`config.mk`:
```
export PLATFORM = sky130hd
export DESIGN_NAME = seq_detect_ctrl
export DESIGN_NICKNAME = d
export VERILOG_FILES = /design/src/rtl/seq_det_pkg.sv /design/src/rtl/seq_det_core.sv /design/src/rtl/seq_detect_ctrl.sv
export SDC_FILE = /design/constraint.sdc
export NUM_CORES = 1
export LEC_CHECK = 0
export CAP_MARGIN = 30
export CORE_AREA = 2 2 79 81
export DETAILED_ROUTE_END_ITERATION = 10
export DIE_AREA = 0 0 81 83
export PLACE_DENSITY = 0.82
export REMOVE_ABC_BUFFERS = 1
export SKIP_LAST_GASP = 1
export SLEW_MARGIN = 20
export SYNTH_ARGS = -nofsm -noshare
export SYNTH_HDL_FRONTEND = slang
export SYNTH_HIERARCHICAL = 1
export SYNTH_SLANG_ARGS = --single-unit
```
`constraint.sdc`:
```
create_clock -name clk -period 7.14 [get_ports clk]
set_input_delay 1.071 -clock clk [delete_from_list [all_inputs] [get_ports clk]]
set_output_delay 1.071 -clock clk [all_outputs]
set_load 0.01 [all_outputs]
```
`src/rtl/seq_det_pkg.sv`:
```
// Shared types and reset-default constants for the byte-stream pattern detector.
package seq_det_pkg;

  localparam int PAT_MAX_DEF = 8;
  localparam int LEN_W = 4;
  localparam logic [7:0] DEF_PATTERN = 8'b0000_1010;
  localparam logic [LEN_W-1:0] DEF_LEN = 4'd4;

  typedef enum logic [1:0] {
    IDLE,
    SHIFT,
    REPORT
  } state_t;

  function automatic logic len_legal(input logic [LEN_W-1:0] len, input int pat_max);
    return (len != '0) && (int'(len) <= pat_max);
  endfunction

endpackage

```
`src/rtl/seq_det_core.sv`:
```
// Bit-serial detector: history shift register, fill counter and length-masked compare.
module seq_det_core
  import seq_det_pkg::*;
#(
  parameter int PAT_MAX = PAT_MAX_DEF
) (
  input  logic               clk,
  input  logic               reset,
  input  logic               clr,
  input  logic               bit_valid,
  input  logic               bit_in,
  input  logic [PAT_MAX-1:0] pattern,
  input  logic [LEN_W-1:0]   len,
  input  logic               overlap,
  output logic               match
);

  localparam int FILL_W = $clog2(PAT_MAX + 1);

  logic [PAT_MAX-1:0] hist_reg;
  logic [PAT_MAX-1:0] hist_next;
  logic [FILL_W-1:0]  fill_reg;
  logic [FILL_W-1:0]  fill_next;
  logic [PAT_MAX-1:0] len_mask;
  logic               hit;

  // Only the newest len bits take part in the compare.
  for (genvar gi = 0; gi < PAT_MAX; gi++) begin : g_mask
    assign len_mask[gi] = (32'(len) > gi);
  end

  assign hist_next = {hist_reg[PAT_MAX-2:0], bit_in};
  assign fill_next = (fill_reg == FILL_W'(PAT_MAX)) ? fill_reg : fill_reg + FILL_W'(1);
  assign hit       = (32'(fill_next) >= 32'(len)) &&
                     (((hist_next ^ pattern) & len_mask) == '0);

  always_ff @(posedge clk or posedge reset) begin
    if (reset) begin
      hist_reg <= '0;
      fill_reg <= '0;
      match    <= 1'b0;
    end else if (clr) begin
      hist_reg <= '0;
      fill_reg <= '0;
      match    <= 1'b0;
    end else if (bit_valid) begin
      hist_reg <= hist_next;
      // Non-overlapping mode restarts the fill so the next hit needs len fresh bits.
      fill_reg <= (hit && !overlap) ? '0 : fill_next;
      match    <= hit;
    end else begin
      match    <= 1'b0;
    end
  end

endmodule

```
`src/rtl/seq_detect_ctrl.sv`:
```
// Byte-stream sequencing controller: accepts bytes, feeds them MSB-first to the detector core,
// and reports per-byte and running match counts.
module seq_detect_ctrl
  import seq_det_pkg::*;
#(
  parameter int PAT_MAX = PAT_MAX_DEF,
  parameter int CNT_W   = 16
) (
  input  logic               clk,
  input  logic               reset,
  input  logic               cfg_we,
  input  logic [PAT_MAX-1:0] cfg_pattern,
  input  logic [LEN_W-1:0]   cfg_len,
  input  logic               cfg_overlap,
  output logic               cfg_err,
  input  logic               in_valid,
  input  logic [7:0]         in_data,
  output logic               in_ready,
  output logic               det_pulse,
  output logic               done,
  output logic [3:0]         byte_matches,
  output logic [CNT_W-1:0]   match_cnt,
  output logic               busy
);

  state_t             state_reg;
  logic [7:0]         data_reg;
  logic [2:0]         idx_reg;
  logic [3:0]         byte_cnt_reg;
  logic [PAT_MAX-1:0] pattern_reg;
  logic [LEN_W-1:0]   len_reg;
  logic               overlap_reg;
  logic               cfg_load;

  assign in_ready = (state_reg == IDLE) && !cfg_we;
  assign busy     = (state_reg != IDLE);
  assign cfg_load = cfg_we && (state_reg == IDLE) && len_legal(cfg_len, PAT_MAX);

  seq_det_core #(
    .PAT_MAX(PAT_MAX)
  ) u_core (
    .clk      (clk),
    .reset    (reset),
    .clr      (cfg_load),
    .bit_valid(state_reg == SHIFT),
    .bit_in   (data_reg[idx_reg]),
    .pattern  (pattern_reg),
    .len      (len_reg),
    .overlap  (overlap_reg),
    .match    (det_pulse)
  );

  // det_pulse reflects the previous shift edge, so counters absorb it one edge later;
  // the final bit's match is folded in when the byte is reported.
  always_ff @(posedge clk or posedge reset) begin
    if (reset) begin
      state_reg    <= IDLE;
      data_reg     <= '0;
      idx_reg      <= '0;
      byte_cnt_reg <= '0;
      pattern_reg  <= PAT_MAX'(DEF_PATTERN);
      len_reg      <= DEF_LEN;
      overlap_reg  <= 1'b1;
      cfg_err      <= 1'b0;
      done         <= 1'b0;
      byte_matches <= '0;
      match_cnt    <= '0;
    end else begin
      done <= 1'b0;
      if (det_pulse) begin
        byte_cnt_reg <= byte_cnt_reg + 4'd1;
        if (match_cnt != '1) begin
          match_cnt <= match_cnt + CNT_W'(1);
        end
      end
      case (state_reg)
        IDLE: begin
          if (cfg_we) begin
            if (cfg_load) begin
              pattern_reg <= cfg_pattern;
              len_reg     <= cfg_len;
              overlap_reg <= cfg_overlap;
              match_cnt   <= '0;
              cfg_err     <= 1'b0;
            end else begin
              cfg_err     <= 1'b1;
            end
          end else if (in_valid) begin
            data_reg     <= in_data;
            idx_reg      <= 3'd7;
            byte_cnt_reg <= '0;
            state_reg    <= SHIFT;
          end
        end
        SHIFT: begin
          idx_reg <= idx_reg - 3'd1;
          if (idx_reg == 3'd0) begin
            state_reg <= REPORT;
          end
        end
        REPORT: begin
          done         <= 1'b1;
          byte_matches <= byte_cnt_reg + {3'b000, det_pulse};
          state_reg    <= IDLE;
        end
        default: state_reg <= IDLE;
      endcase
    end
  end

endmodule
```
Word-level counts from Yosys, hierarchy flattened
Cells that the tools add are included.
{ "word_totals": {"input_bits": 25, "register_bits": 64, "word_cells": 88, "memories": 0, "rom_bits": 0, "latchBits": 0, "mem_bits_rw": 0} }
{ "classes": {"reduce_logical": 20, "addsub": 5, "div": 0, "n_eq_ne": 7, "muxes": 28, "n_mul": 0, "shifts": 0, "magnitude_cmp": 11, "bitwise_logic": 3} }
{ "ops": {"columns": ["operator", "n"], "rows": [
  ["16-bit 2-to-1 mux", 5],
  ["4-bit 2-to-1 mux", 8],
  ["16-bit by 1-bit adder with 16-bit output (second input constant)", 1],
  ["4-bit by 3-bit greater-than comparator with 1-bit output (second input constant)", 4],
  ["16-bit != test (second input constant)", 1],
  ["7-bit 2-to-1 mux", 2],
  ["3-bit AND reduction", 4],
  ["4-bit by 1-bit adder with 4-bit output (second input constant)", 2],
  ["8-bit bitwise AND", 1],
  ["4-bit by 1-bit greater-than comparator with 1-bit output (second input constant)", 2],
  ["4-bit by 2-bit greater-than comparator with 1-bit output (second input constant)", 2],
  ["8-bit zero test", 1],
  ["8-bit XOR", 1],
  ["1-bit logical AND", 6],
  ["2-bit 2-to-1 mux", 3],
  ["3-bit 2-to-1 mux", 2],
  ["2-bit != test (second input constant)", 3],
  ["3-bit case mux with 2 select lines", 1],
  ["2-bit nonzero test", 3],
  ["1-bit 2-to-1 mux", 5],
  ["4-bit by 1-bit adder with 4-bit output", 1],
  ["4-bit == test (second input constant)", 1],
  ["4-bit greater-or-equal comparator", 1],
  ["4-bit <= comparator (second input constant)", 1],
  ["12 further kinds", 13]
]} }

Depth between registers and ports, before layout
Gate-level depths: netlist (run 1).
{ "depth": {"depth_word": 10, "depth_mapped": 11, "depth_no_buf": 11} }

Hierarchy
The synthesis (run 1) kept the hierarchy.
{ "modules_own_cells": {"columns": ["mod", "seq_area_each_um2", "area_per_inst_um2", "cells_per_inst", "n_inst"], "rows": [
  ["seq_detect_ctrl", 1306.3, 2483.6, 240, 1],
  ["seq_det_core", 300.3, 797.0, 84, 1]
]} }

Worst setup path after synthesis (run 1)
No wires, ideal clock.
{ "synth_path": {"path_type": "input to register", "start": "input cfg_len[0]", "end": "register u_core.fill_reg[1]", "slack_ps": 4401, "n_path_buf": 2, "path_stages": 8, "arrival_time_ps": 2618, "t_required_ps": 7019, "path_cell_list": "o31ai_1 nand3_2 inv_2 clkbuf_1 buf_1 nand2b_1 inv_1 a32o_2"} }
{ "synth_via": {"elab_chain_cells": 4, "elab_cells_between_ends": 6} }
{ "synth_rtl": {"columns": ["element", "line", "rtl"], "rows": [
  ["start: declaration", "seq_detect_ctrl.sv:13", "input logic [LEN_W-1:0] cfg_len,"],
  ["4-bit <= comparator or 4-bit nonzero test (tied branches)", "seq_det_pkg.sv:16", "return (len != '0) && (int'(len) <= pat_max);"],
  ["1-bit logical AND (*)", "seq_det_pkg.sv:16", null],
  ["1-bit logical AND (*)", "seq_detect_ctrl.sv:37", "assign cfg_load = cfg_we && (state_reg == IDLE) && len_legal(cfg_len, PAT_MAX);"],
  ["net cfg_load", "seq_detect_ctrl.sv:33", "logic cfg_load;"],
  ["4-bit 2-to-1 mux or 2-bit nonzero test (tied branches)", null, null],
  ["end signal: assignment", "seq_det_core.sv:49", "fill_reg <= (hit && !overlap) ? '0 : fill_next;"],
  ["end: declaration", "seq_det_core.sv:22", "logic [FILL_W-1:0] fill_reg;"]
]} }
Mark *: on every way through the listed nets, which the timed path passes. The rest lies on a longest branch.
A chain may end at the register's enable or synchronous reset.

Final worst setup path (run 1)
{ "layout_path": {"start": "input cfg_we", "end": "register u_core.fill_reg[3]"} }
{ "layout_via": {"elab_chain_cells": 3, "elab_cells_between_ends": 4} }
{ "layout_rtl": {"columns": ["element", "line", "rtl"], "rows": [
  ["start: declaration", "seq_detect_ctrl.sv:11", "input logic cfg_we,"],
  ["1-bit logical AND (*) (2 in series)", "seq_detect_ctrl.sv:37", null],
  ["4-bit 2-to-1 mux or 2-bit nonzero test (tied branches)", null, null]
]} }
Mark *: on every way between the ends. The rest lies on a longest branch, timed or not.

==> results.tsv, run 1 <==
stage	metric	value	unit
clock_network	clock_latency	330	ps
sta	worstMarginPinSlew	930	ps
cells_and_area	drive_gt1_frac	0.126	
drt	wl_per_cell	14.7	µm
cells_and_area	area_delta_synth_final	23.2	%
clock_network	cts_sinks	64	
global_routing	grt_max_degree	39	
cells_and_area	post-route-util	0.695	
placed_design	dp_slack	3530	ps
drt	first_pass_iters	4	
pwr	ir_drop	0.210	mV
setup_path	startpoint_type	primary input	
cells_and_area	insertedDiodeCount	0	
clock_network	root_buffer	clkbuf_8	
global_routing	track_usage	0.222	
sta	maxSlewHeadroom	0.378	
sta	fmax	305	MHz
logic_synthesis	postSynthCellCount	324	
sta	report.final.slew_viol_count	0	
setup_path	critPathLaunch	cfg_we	
clock_network	cts-resized-gates	0	
logic_synthesis	syn-cell-area	3280	µm²
logic_synthesis	syn_area_per_cell	10.1	µm²
setup_path	slowest_stage	inv_2	
cells_and_area	final_common_cell	dfrtp_1	
cells_and_area	nets	414	
min_path	hold_path.class	reg2reg	
cells_and_area	seq_area	1610	µm²
cells_and_area	multi_input_area	1550	µm²
sta	finalSetupViolations	0	
sta	setup_slack	3860	ps
setup_path	cp.required	7360	ps
global_routing	grt_use_met1	0.310	
global_routing	grt_busiest_layer	met2	
placed_design	gp_congestion	0.869	
drt	routed_wl	6700	µm
pwr	p_per_area	359	nW/µm²
setup_path	rr_startpoint	idx_reg[0]$_DFFE_PP0P_	
die	die_h	83	µm
drt	num_vias	2595	
die	core_area	5820	µm²
sta	fin_crit	3280	ps
clock_network	ctsHoldBuffers	0	
clock_network	cts.repair_timing.setup_buffer_count	0	
setup_path	crit_path_max_incr_delay	600	ps
outcome	status	completed	
placed_design	port_buffers	49	
cells_and_area	largest_register_ffs	16	
global_routing	use_met2	0.334	
setup_path	endpoint	u_core/fill_reg[3]$_DFFE_PP0P_	
sta	fin_setup_tns	0	ps
logic_synthesis	synth_cell_types	58	
drt	drc	0	
cells_and_area	num-fill-cells	478	
pwr	leakage	1.84	nW
die	rows	28	
die	start_util	0.564	
setup_path	critical_path.n_buffers_inverters	3	
sta	fin_skew	6.37	ps
die	die_w	81	µm
global_routing	grt_pass1_vias	2551	
drt	dr.first_iter.drc_count	102	
global_routing	grt_use_met3	0.0446	
clock_network	cts_made_buffers	9	
setup_path	path_class	in2reg	
global_routing	grt_pass1_wl	11800	µm
setup_path	crit_family	buffers and inverters	
logic_synthesis	synthFlopType	dfrtp_1	
logic_synthesis	ys_warn_count	6	
clock_network	clock_path_buffers	2	
sta	fin_crit_sh	0.459	
die	die_area	6720	µm²
clock_network	cts_tree	built	
sta	rsz0062_at_grt	no	
setup_path	cp.arrival	3500	ps
clock_network	cts_max_level	3	
setup_path	path_max_fanout	38	
die	ioPinCount	50	
logic_synthesis	synth_edf_count	0	
logic_synthesis	synth_seq_cells	64	
pwr	power	0.00145	W
setup_path	rr_worst_depth	7	
drt	viasPerCell	5.68	
placed_design	dpl.hpwl	4890	µm
logic_synthesis	ys_seq_area_frac	0.490	
global_routing	antenna_found_initial	0	
cells_and_area	final_cell_mix	dfrtp_1, nand2_1, clkdlybuf4s50_1	
setup_path	crit_chain	clkdlybuf4s50_1 > nor3b_1 > nand3_2 > inv_2 > nand2b_1 > inv_1 > a32o_2	
global_routing	grt-ovfl-total	0	
setup_path	reg2reg_to	u_core/fill_reg[3]$_DFFE_PP0P_	
drt	final_antenna_net_count	0	
setup_path	end_kind	register	
logic_synthesis	ys_async_sr_fraction	1.00	
setup_path	critical_path_cell_count	7	
sta	hold_violations	0	
job	drv_cap	0	
setup_path	rrSetupSlack	4490	ps
clock_network	clk_pin_slew	60	ps
-- worst min-delay path by stage --
stage                                       to                       start  depth (start not counted)
detailed placement  pattern_reg[3]$_DFFE_PP1P_  pattern_reg[3]$_DFFE_PP1P_                          2
global route        pattern_reg[3]$_DFFE_PP1P_  pattern_reg[3]$_DFFE_PP1P_                          2
CTS                 pattern_reg[3]$_DFFE_PP1P_  pattern_reg[3]$_DFFE_PP1P_                          2
floorplan              overlap_reg$_DFFE_PP1P_     overlap_reg$_DFFE_PP1P_                          2
global placement       overlap_reg$_DFFE_PP1P_     overlap_reg$_DFFE_PP1P_                          2
finish              pattern_reg[3]$_DFFE_PP1P_  pattern_reg[3]$_DFFE_PP1P_                          2
-- cells by family after synthesis --
logic type	count (synthesis)	synth area share
compound gates	52	0.106
mux	22	0.0789
fa+ha+maj	12	0.0458
buf+inv	28	0.0374
simple gates	132	0.205
flops	64	0.490
xor+xnor	14	0.0374
-- stage by stage --
step | hold WS [ps] | cell area (µm²) | std cells
after floorplan | 435 | 3230 | 315
after global placement | 457 | 3810 | 439
after detailed placement | 462 | 3840 | 441
after CTS | 473 | 4040 | 457
after global routing | 493 | 4040 | 457
final | 470 | 4040 | 457
-- report_power, final --
part / internal [W] / leakage (nW) / switching [W]
clock: 0.000179 / 0.103 / 0.000129
combinational: 0.000276 / 0.917 / 0.000261
sequential: 0.000492 / 0.820 / 0.000113
-- layout make-up --
class,instances,area share
inverters,19,0.0177
flip-flops and latches,64,0.398
repair buffers,51,0.128
clock buffers,13,0.0393
clock inverters,3,0.00991
well taps,75,0.0232
multi-input cells,232,0.384
-- tightest hold or removal path: stages (launching register included) --
cell,delay (ps)
dfstp_2,370
nand2_1,50
nand2_1,50
-- metal layers --
metal	part of all wire	wire (µm)	vias up
li1	-	-	1249
met1	0.45	3040	1264
met2	0.48	3220	66
met3	0.044	295	16
met4	0.021	142	0
met5	0	0	-
-- cells in the mapped netlist, types with 3 or more instances --
cell type	n	area [µm²]
mux2i_1	9	90.1
dfstp_2	4	105
clkbuf_1	3	11.3
mux2_2	11	124
nand4_1	5	31.3
nand3_1	9	45.0
xor2_1	7	61.3
or3_1	4	25.0
nor3_1	4	20.0
nand2_1	53	199
ha_1	12	150
nand2b_1	4	25.0
or4_1	5	37.5
inv_1	18	67.6
o31ai_1	5	37.5
o21ai_0	11	55.1
xnor2_1	7	61.3
dfrtp_1	60	1500
a21oi_1	18	90.1
and3_1	3	18.8
nor2_1	26	97.6
Power figures use the tool's default switching activity.
==> run 2: changes to the inputs <==
--- a/config.mk
+++ b/config.mk
@@ -6,10 +6,10 @@
 export NUM_CORES = 1
 export LEC_CHECK = 0
 export CAP_MARGIN = 30
-export CORE_AREA = 2 2 79 81
+export CORE_AREA = 2 2 81 83
 export DETAILED_ROUTE_END_ITERATION = 10
-export DIE_AREA = 0 0 81 83
-export PLACE_DENSITY = 0.82
+export DIE_AREA = 0 0 83 85
+export PLACE_DENSITY = 0.79
 export REMOVE_ABC_BUFFERS = 1
 export SKIP_LAST_GASP = 1
 export SLEW_MARGIN = 20
==> constraint.sdc (replaced) <==
create_clock -name clk -period 3.28 [get_ports clk]
set_input_delay 0.492 -clock clk [delete_from_list [all_inputs] [get_ports clk]]
set_output_delay 0.492 -clock clk [all_outputs]
set_load 0.01 [all_outputs]
==> results.tsv, run 2 (synthesized netlist as in run 1, its figures left out) <==
stage	metric	value	unit	change
sta	fmax	369	MHz	
setup_path	path_class	reg2reg		
setup_path	slowest_stage	mux4_2		
global_routing	grt_max_degree	37		-5.1%
setup_path	crit_chain	mux4_2 > mux2_2 > xnor2_1 > o21ai_0 > a2111oi_2 > nand4b_1 > a32o_2		
pwr	p_per_area	789	nW/µm²	+120%
clock_network	cts-resized-gates	0		unchanged
die	start_util	0.529		-0.0354
setup_path	rr_worst_depth	7		unchanged
global_routing	antenna_found_initial	0		unchanged
setup_path	crit_family	compound AO/OA/AOI/OAI gates		
cells_and_area	final_cell_mix	dfrtp_1, nand2_1, clkdlybuf4s50_1		
sta	worstMarginPinSlew	890	ps	-39.1 ps
setup_path	critical_path.n_buffers_inverters	0		-3
die	ioPinCount	50		unchanged
global_routing	grt_pass1_vias	2805		+10%
drt	first_pass_iters	4		unchanged
clock_network	cts_sinks	64		unchanged
clock_network	cts_max_level	3		unchanged
pwr	ir_drop	0.583	mV	+180%
clock_network	clk_pin_slew	70	ps	about the same
setup_path	cp.arrival	2940	ps	-560 ps
sta	hold_violations	0		unchanged
die	core_area	6200	µm²	+6.7%
outcome	status	completed		
sta	hold_slack	459	ps	-10.8 ps
clock_network	cts.repair_timing.setup_buffer_count	0		unchanged
drt	wl_met2	3670	µm	+14%
clock_network	clock_path_buffers	2		unchanged
placed_design	dpl.hpwl	5190	µm	+6.0%
min_path	min_path_cells	2		unchanged
setup_path	startpoint_type	register		
cells_and_area	largest_register_ffs	16		unchanged
setup_path	rr_startpoint	idx_reg[0]$_DFFE_PP0P_		
sta	finalSetupViolations	0		unchanged
placed_design	port_buffers	49		unchanged
cells_and_area	nets	418		+0.97%
drt	num_vias	2621		+1.0%
sta	report.final.slew_viol_count	0		unchanged
clock_network	cts_made_buffers	9		unchanged
clock_network	clock_latency	340	ps	about the same
drt	viasPerCell	5.66		-0.31%
die	rows	29		+3.6%
drt	routed_wl	7310	µm	+9.1%
drt	drc	0		unchanged
cells_and_area	area_delta_synth_final	24.0	%	
min_path	hold_start	overlap_reg$_DFFE_PP1P_		
cells_and_area	drive_gt1_frac	0.140		+0.0142
setup_path	end_kind	register		
drt	final_antenna_net_count	0		unchanged
sta	fin_skew	7.14	ps	+0.776 ps
job	drv_cap	0		unchanged
cells_and_area	final_common_cell	dfrtp_1		
drt	met3_length	327	µm	+11%
placed_design	gp_congestion	0.827		-4.8%
global_routing	grt_pass1_wl	12800	µm	+8.7%
sta	fin_setup_tns	0	ps	unchanged
sta	maxSlewHeadroom	0.401		+0.0234
drt	dr.first_iter.drc_count	220		+120%
pwr	leakage	1.85	nW	+0.77%
clock_network	cts_tree	built		
cells_and_area	num-fill-cells	478		unchanged
clock_network	ctsHoldBuffers	0		unchanged
cells_and_area	post-route-util	0.656		-0.0391
global_routing	track_usage	0.225		+0.00304
die	die_w	83	µm	+2.5%
sta	rsz0062_at_grt	no		
cells_and_area	insertedDiodeCount	0		unchanged
die	die_area	7060	µm²	+4.9%
setup_path	crit_path_max_incr_delay	520	ps	-80 ps
setup_path	rrSetupSlack	570	ps	-3920 ps
clock_network	root_buffer	clkbuf_8		
drt	drt-met1-wl	3200	µm	+5.4%
min_path	hold_path.class	reg2reg		
sta	fin_crit	2710	ps	
sta	fin_crit_sh	0.826		
setup_path	path_max_fanout	5		-87%
min_path	hold_end	overlap_reg$_DFFE_PP1P_		
drt	top_layer	met4		
global_routing	grt-ovfl-total	0		unchanged
die	die_h	85	µm	+2.4%
setup_path	reg2reg_to	u_core/fill_reg[3]$_DFFE_PP0P_		
setup_path	cp.required	3510	ps	-3850 ps
drt	wl_per_cell	15.8	µm	+7.7%
## run 2: worst max path at each step
stage                                         startpoint                        endpoint  slack [ps]  cells after the start
after detailed placement          idx_reg[0]$_DFFE_PP0P_  u_core/fill_reg[1]$_DFFE_PP0P_         660                      7
after CTS                         idx_reg[0]$_DFFE_PP0P_  u_core/fill_reg[1]$_DFFE_PP0P_         620                      7
after floorplan                   idx_reg[0]$_DFFE_PP0P_  u_core/fill_reg[1]$_DFFE_PP0P_         920                      7
final                             idx_reg[0]$_DFFE_PP0P_  u_core/fill_reg[3]$_DFFE_PP0P_         570                      7
after global placement    u_core/fill_reg[0]$_DFFE_PP0P_  u_core/fill_reg[1]$_DFFE_PP0P_         780                     11
after global routing              idx_reg[0]$_DFFE_PP0P_  u_core/fill_reg[1]$_DFFE_PP0P_         400                      7
## run 2: worst min-delay path, cell delays in order (launching register included)
cell,delay (ps)
dfstp_2,370
nand2_1,50
nand2_1,40
## run 2: final cells by class
class                      count  area, µm²  share of cell area
tap                           77       96.3              0.0237
timing repair buffer          55        536               0.132
clock buffer                  10        138              0.0338
inverter                      19       71.3              0.0175
sequential                    64       1610               0.395
clock inverter                 6       68.8              0.0169
multi-input combinational    232       1550               0.381
## run 2: metrics by stage
| step | cell area [µm²] | instances | total power [W] | setup WS, ps |
|---|---|---|---|---|
| after global routing | 4070 | 463 | 0.00345 | 397 |
| after global placement | 3860 | 447 | 0.00245 | 783 |
| after detailed placement | 3860 | 447 | 0.00252 | 662 |
| after floorplan | 3230 | 315 | 0.00211 | 924 |
| final | 4070 | 463 | 0.00321 | 572 |
| after CTS | 4070 | 463 | 0.00322 | 619 |
## run 2: metal layers
layer  track usage  vias up
met2         0.378       70
met3        0.0700       10
met1         0.279     1294
li1              -     1247
met5             0        -
met4        0.0730        0
## run 2: report_power, final
part	internal [W]	switching [W]
logic	0.000606	0.000587
registers	0.00107	0.000254
clock network	0.000374	0.000318
total	0.00205	0.00116
==> run 3: changes to the inputs <==
==> constraint.sdc (replaced) <==
create_clock -name clk -period 2.7 [get_ports clk]
set_input_delay 0.405 -clock clk [delete_from_list [all_inputs] [get_ports clk]]
set_output_delay 0.405 -clock clk [all_outputs]
set_load 0.01 [all_outputs]
==> results.tsv, run 3 (synthesized netlist as in run 1, its figures left out) <==
stage	metric	value	unit	change
placed_design	gp_congestion	0.792		-4.2%
die	die_area	7060	µm²	unchanged
sta	fmax	392	MHz	+6.0%
clock_network	cts_made_buffers	9		unchanged
outcome	status	completed		
clock_network	clk_pin_slew	70	ps	about the same
setup_path	rr_worst_depth	7		unchanged
cells_and_area	area_delta_synth_final	26.3	%	
drt	final_antenna_net_count	0		unchanged
drt	drc	0		unchanged
pwr	leakage	1.90	nW	+2.2%
placed_design	dpl_cell_area	3870	µm²	+0.19%
placed_design	port_buffers	49		unchanged
pwr	ir_drop	0.759	mV	+30%
clock_network	cts_max_level	3		unchanged
sta	setup_slack	146	ps	-426 ps
sta	hold_slack	417	ps	-41.8 ps
sta	fin_crit_sh	0.946		+0.120
drt	top_layer	met4		
pwr	p_sw	0.00142	W	+22%
sta	worstMarginPinSlew	736	ps	-154 ps
setup_path	reg2reg_to	u_core/fill_reg[3]$_DFFE_PP0P_		
placed_design	dp_slack	81.5	ps	-581 ps
cells_and_area	largest_register_ffs	16		unchanged
drt	met3_length	284	µm	-13%
global_routing	grt_pass1_vias	2602		-7.2%
drt	first_pass_iters	4		unchanged
pwr	p_per_area	1000	nW/µm²	+27%
sta	finalSetupViolations	0		unchanged
cells_and_area	num-fill-cells	481		+0.63%
job	drv_cap	0		unchanged
global_routing	track_usage	0.211		-0.0139
pwr	swShare	0.341		-0.0202
sta	hold_violations	0		unchanged
global_routing	grt_max_degree	53		+43%
cells_and_area	final_common_cell	dfrtp_1		
pwr	internal-power	0.00274	W	+33%
drt	wl_per_cell	15.1	µm	-4.4%
sta	maxSlewHeadroom	0.505		+0.103
global_routing	antenna_found_initial	0		unchanged
die	die_w	83	µm	unchanged
setup_path	path_max_fanout	5		unchanged
setup_path	path_class	reg2reg		
cells_and_area	multi_input_area	1570	µm²	+1.3%
global_routing	grt_pass1_wl	11900	µm	-7.0%
global_routing	grt-ovfl-total	0		unchanged
cells_and_area	drive_gt1_frac	0.152		+0.0122
setup_path	cp.arrival	2790	ps	-150 ps
die	die_h	85	µm	unchanged
drt	dr.first_iter.drc_count	131		-40%
die	ioPinCount	50		unchanged
pwr	p_clk_frac	0.243		+0.027
setup_path	rrSetupSlack	150	ps	-430 ps
setup_path	crit_chain	mux4_2 > mux2_4 > xnor2_2 > o21ai_1 > a2111oi_2 > nand4b_1 > a32o_2		
setup_path	cp.required	2930	ps	-580 ps
setup_path	end_kind	register		
sta	fin_setup_tns	0	ps	unchanged
sta	fin_crit	2550	ps	-154 ps
placed_design	dpl.hpwl	4810	µm	-7.2%
setup_path	rr_startpoint	idx_reg[0]$_DFFE_PP0P_		
cells_and_area	insertedDiodeCount	0		unchanged
setup_path	slowest_stage	mux4_2		
setup_path	startpoint_type	register		
clock_network	cts_tree	built		
pwr	combinationalPowerShare	0.369		-0.003
cells_and_area	nets	420		+0.48%
drt	drt-met1-wl	3150	µm	-1.5%
cells_and_area	seq_area	1610	µm²	about the same
die	start_util	0.529		unchanged
pwr	power_frac_seq	0.388		-0.025
cells_and_area	final_cell_mix	dfrtp_1, nand2_1, clkdlybuf4s50_1		
drt	num_vias	2635		+0.53%
sta	report.final.slew_viol_count	0		unchanged
clock_network	root_buffer	clkbuf_8		
die	rows	29		unchanged
clock_network	clock_path_buffers	2		unchanged
setup_path	crit_path_max_incr_delay	510	ps	about the same
die	core_area	6200	µm²	unchanged
drt	routed_wl	7020	µm	-4.0%
clock_network	cts_sinks	64		unchanged
drt	viasPerCell	5.67		+0.10%
sta	fin_skew	5.43	ps	-1.72 ps
clock_network	clock_latency	340	ps	about the same
min_path	hold_path.class	in2async		
cells_and_area	final_cell_area	4140	µm²	+1.8%
drt	wl_met2	3480	µm	-5.1%
[run 3: cell count changes in the layout (fill, tap and decap cells not counted), moves of 2 or more]
cell	change
buf_4	+2
bufinv_16	+2
clkinv_4	-2
o21ai_0	-2
o21ai_1	+2
[run 3: layout make-up]
class / instances / share of cell area
Clock buffer: 11 / 0.0341
Clock inverter: 5 / 0.0251
Inverter: 19 / 0.0172
Multi-Input combinational cell: 232 / 0.379
Sequential cell: 64 / 0.388
Tap cell: 77 / 0.0233
Timing Repair Buffer: 57 / 0.133
[run 3: per-layer routing]
metal | up-vias | GRT usage
li1 | 1256 | -
met1 | 1311 | 0.273
met2 | 59 | 0.340
met3 | 9 | 0.0477
met4 | 0 | 0.0999
met5 | - | 0
[run 3: per-stage QoR]
step | instances | utilization | total power, W
5_1_grt | 465 | 0.668 | 0.00442
4_1_cts | 464 | 0.663 | 0.00408
6_report | 465 | 0.668 | 0.00415
3_5_place_dp | 448 | 0.624 | 0.00304
3_3_place_gp | 448 | 0.624 | 0.00297
2_1_floorplan | 315 | - | 0.00257
[run 3: worst max-delay path, delay by kind of cell (launching register included)]
family                    cells  cell delay (ps)
xor gates and xnor gates      1              140
and+or+nand+nor               1              220
muxes                         2              810
AOI/OAI and AO/OA             3              840
DFF                           1              420
[run 3: how the worst max path moves through the flow]
stage	to	from	slack [ps]	depth (start not counted)
3_5_place_dp	u_core/fill_reg[3]$_DFFE_PP0P_	idx_reg[0]$_DFFE_PP0P_	80	7
5_1_grt	u_core/fill_reg[3]$_DFFE_PP0P_	idx_reg[0]$_DFFE_PP0P_	-7	7
3_3_place_gp	u_core/fill_reg[1]$_DFFE_PP0P_	idx_reg[0]$_DFFE_PP0P_	200	7
6_report	u_core/fill_reg[3]$_DFFE_PP0P_	idx_reg[0]$_DFFE_PP0P_	150	7
4_1_cts	u_core/fill_reg[1]$_DFFE_PP0P_	idx_reg[0]$_DFFE_PP0P_	50	7
2_1_floorplan	u_core/fill_reg[1]$_DFFE_PP0P_	idx_reg[0]$_DFFE_PP0P_	340	7
[run 3: power groups by stage]
stage          Combinational [W]  Sequential [W]  Clock [W]
6_report                 0.00153         0.00161    0.00101
5_1_grt                  0.00170         0.00166    0.00106
4_1_cts                  0.00144         0.00161    0.00102
3_5_place_dp             0.00143         0.00161          0
3_3_place_gp             0.00137         0.00160          0
2_1_floorplan            0.00101         0.00156          0
[run 3: timing repair]
| item | 4_1_cts | 5_1_grt |
|---|---|---|
| buffers inserted | 0 | 1 |
| setup endpoints to repair | 0 | 4 |
| hold buffers | 0 | 0 |
| gates resized for setup | 0 | 8 |
==> RTL edit (settings of run 3) <==
Set the package constant `PAT_MAX_DEF` to 4 (it was 8).
--- a/src/rtl/seq_det_pkg.sv
+++ b/src/rtl/seq_det_pkg.sv
@@ -1,7 +1,7 @@
 // Shared types and reset-default constants for the byte-stream pattern detector.
 package seq_det_pkg;
 
-  localparam int PAT_MAX_DEF = 8;
+  localparam int PAT_MAX_DEF = 4;
   localparam int LEN_W = 4;
   localparam logic [7:0] DEF_PATTERN = 8'b0000_1010;
   localparam logic [LEN_W-1:0] DEF_LEN = 4'd4;
Interface: changed (resized cfg_pattern); port bits go from 50 to 46. No check against the original RTL was run, so the function may have changed too.
==> RTL edit against run 3 <==
Highest routed layer unchanged. Hold slack worse by 0.042 ns. Synthesized area down 14%. Total power is 20% lower. Largest cell class unchanged. Sequential cell count shrank 9. Largest power group unchanged. Wire length is 21% lower. Design area fell by 16%. Clock power is 56% lower. Setup slack better by 0.27 ns. First-iteration DRC count is 15% lower.
==> RTL edit: results (changes against run 3) <==
* Leakage power at 1.547 nW (-18%)
* Overall routing resource usage at 16.74% (-4.4 points)
* Clock network area share at 2.348% (-3.6 points)
* CTS buffer count at 5 (-4)
* R2r endpoint: u_core/fill_reg[0]
* Buffers on Ports at 45 (-8.2%)
* Drt initial violations at 112 (-15%)
* Register Area at 0.001381 sq mm (-14%)
* Clock buffer count at 7 (-4)
* Crit-path leading delay family: adder cells
* Latest clock arrival within the worst-skew pair at 0.31 ns (-0.03 ns)
* Slowest CP cell: dfrtp_1
* CP Max Fanout at 6 (+1)
* Worst VDD drop at 0.0005827 V (-23%)
* DR WL/cell at 13.50 um (-11%)
* DR vias at 2214 (-16%)
* Htree depth at 2 (-1)
* Fin crit share at 84.77% (-9.8 points)
* Worst slack, placed at 0.3163 ns (+0.2349 ns)
* First-pass GRT wire length at 9701 um (-18%)
* Inverters at 17 (-2)
* Compound-Gate Fraction of Synth Area at 11.48% (+0.92 points)
* Clock Skew at 0.009995 ns (+0.004568 ns)
* Hpwl dp at 4072 um (-15%)
* Worst R2R Setup Slack at 0.41 ns (+0.27 ns)
* Critical path's largest stage delay at 0.46 ns (-0.05 ns)
* Routed Wire Length at 5548 um (-21%)
* Buffering overhead at 14.74% (+1.5 points)
* Post-Synthesis Cells at 280 (-14%)
* Outcome: finished, final reports clean
* Adder-cell area share of the yosys netlist at 4.876% (+0.30 points)
==> RTL edit: power by group <==
part / switching (mW) / internal [mW] / total [mW]
clock network: 0.259 / 0.183 / 0.442
logic: 0.643 / 0.750 / 1.39
registers: 0.314 / 1.16 / 1.47
==> RTL edit: worst reg2reg max path, stage by stage, from the launching register on <==
cell       delay (ns)
dfrtp_1          0.46
inv_1            0.07
ha_1             0.22
nand2_1          0.15
mux2_2           0.39
ha_1             0.27
nand2_1          0.06
o21ai_0          0.07
and3_1           0.20
a2111oi_2        0.30
==> RTL edit: metal layers <==
| metal | global-route usage (%) | vias up | routed length [um] |
|---|---|---|---|
| met5 | 0 | - | 0 |
| met1 | 22.80 | 1069 | 2607 |
| met4 | 7.750 | 0 | 116 |
| met2 | 26.47 | 45 | 2625 |
| li1 | - | 1091 | - |
| met3 | 2.724 | 9 | 198 |
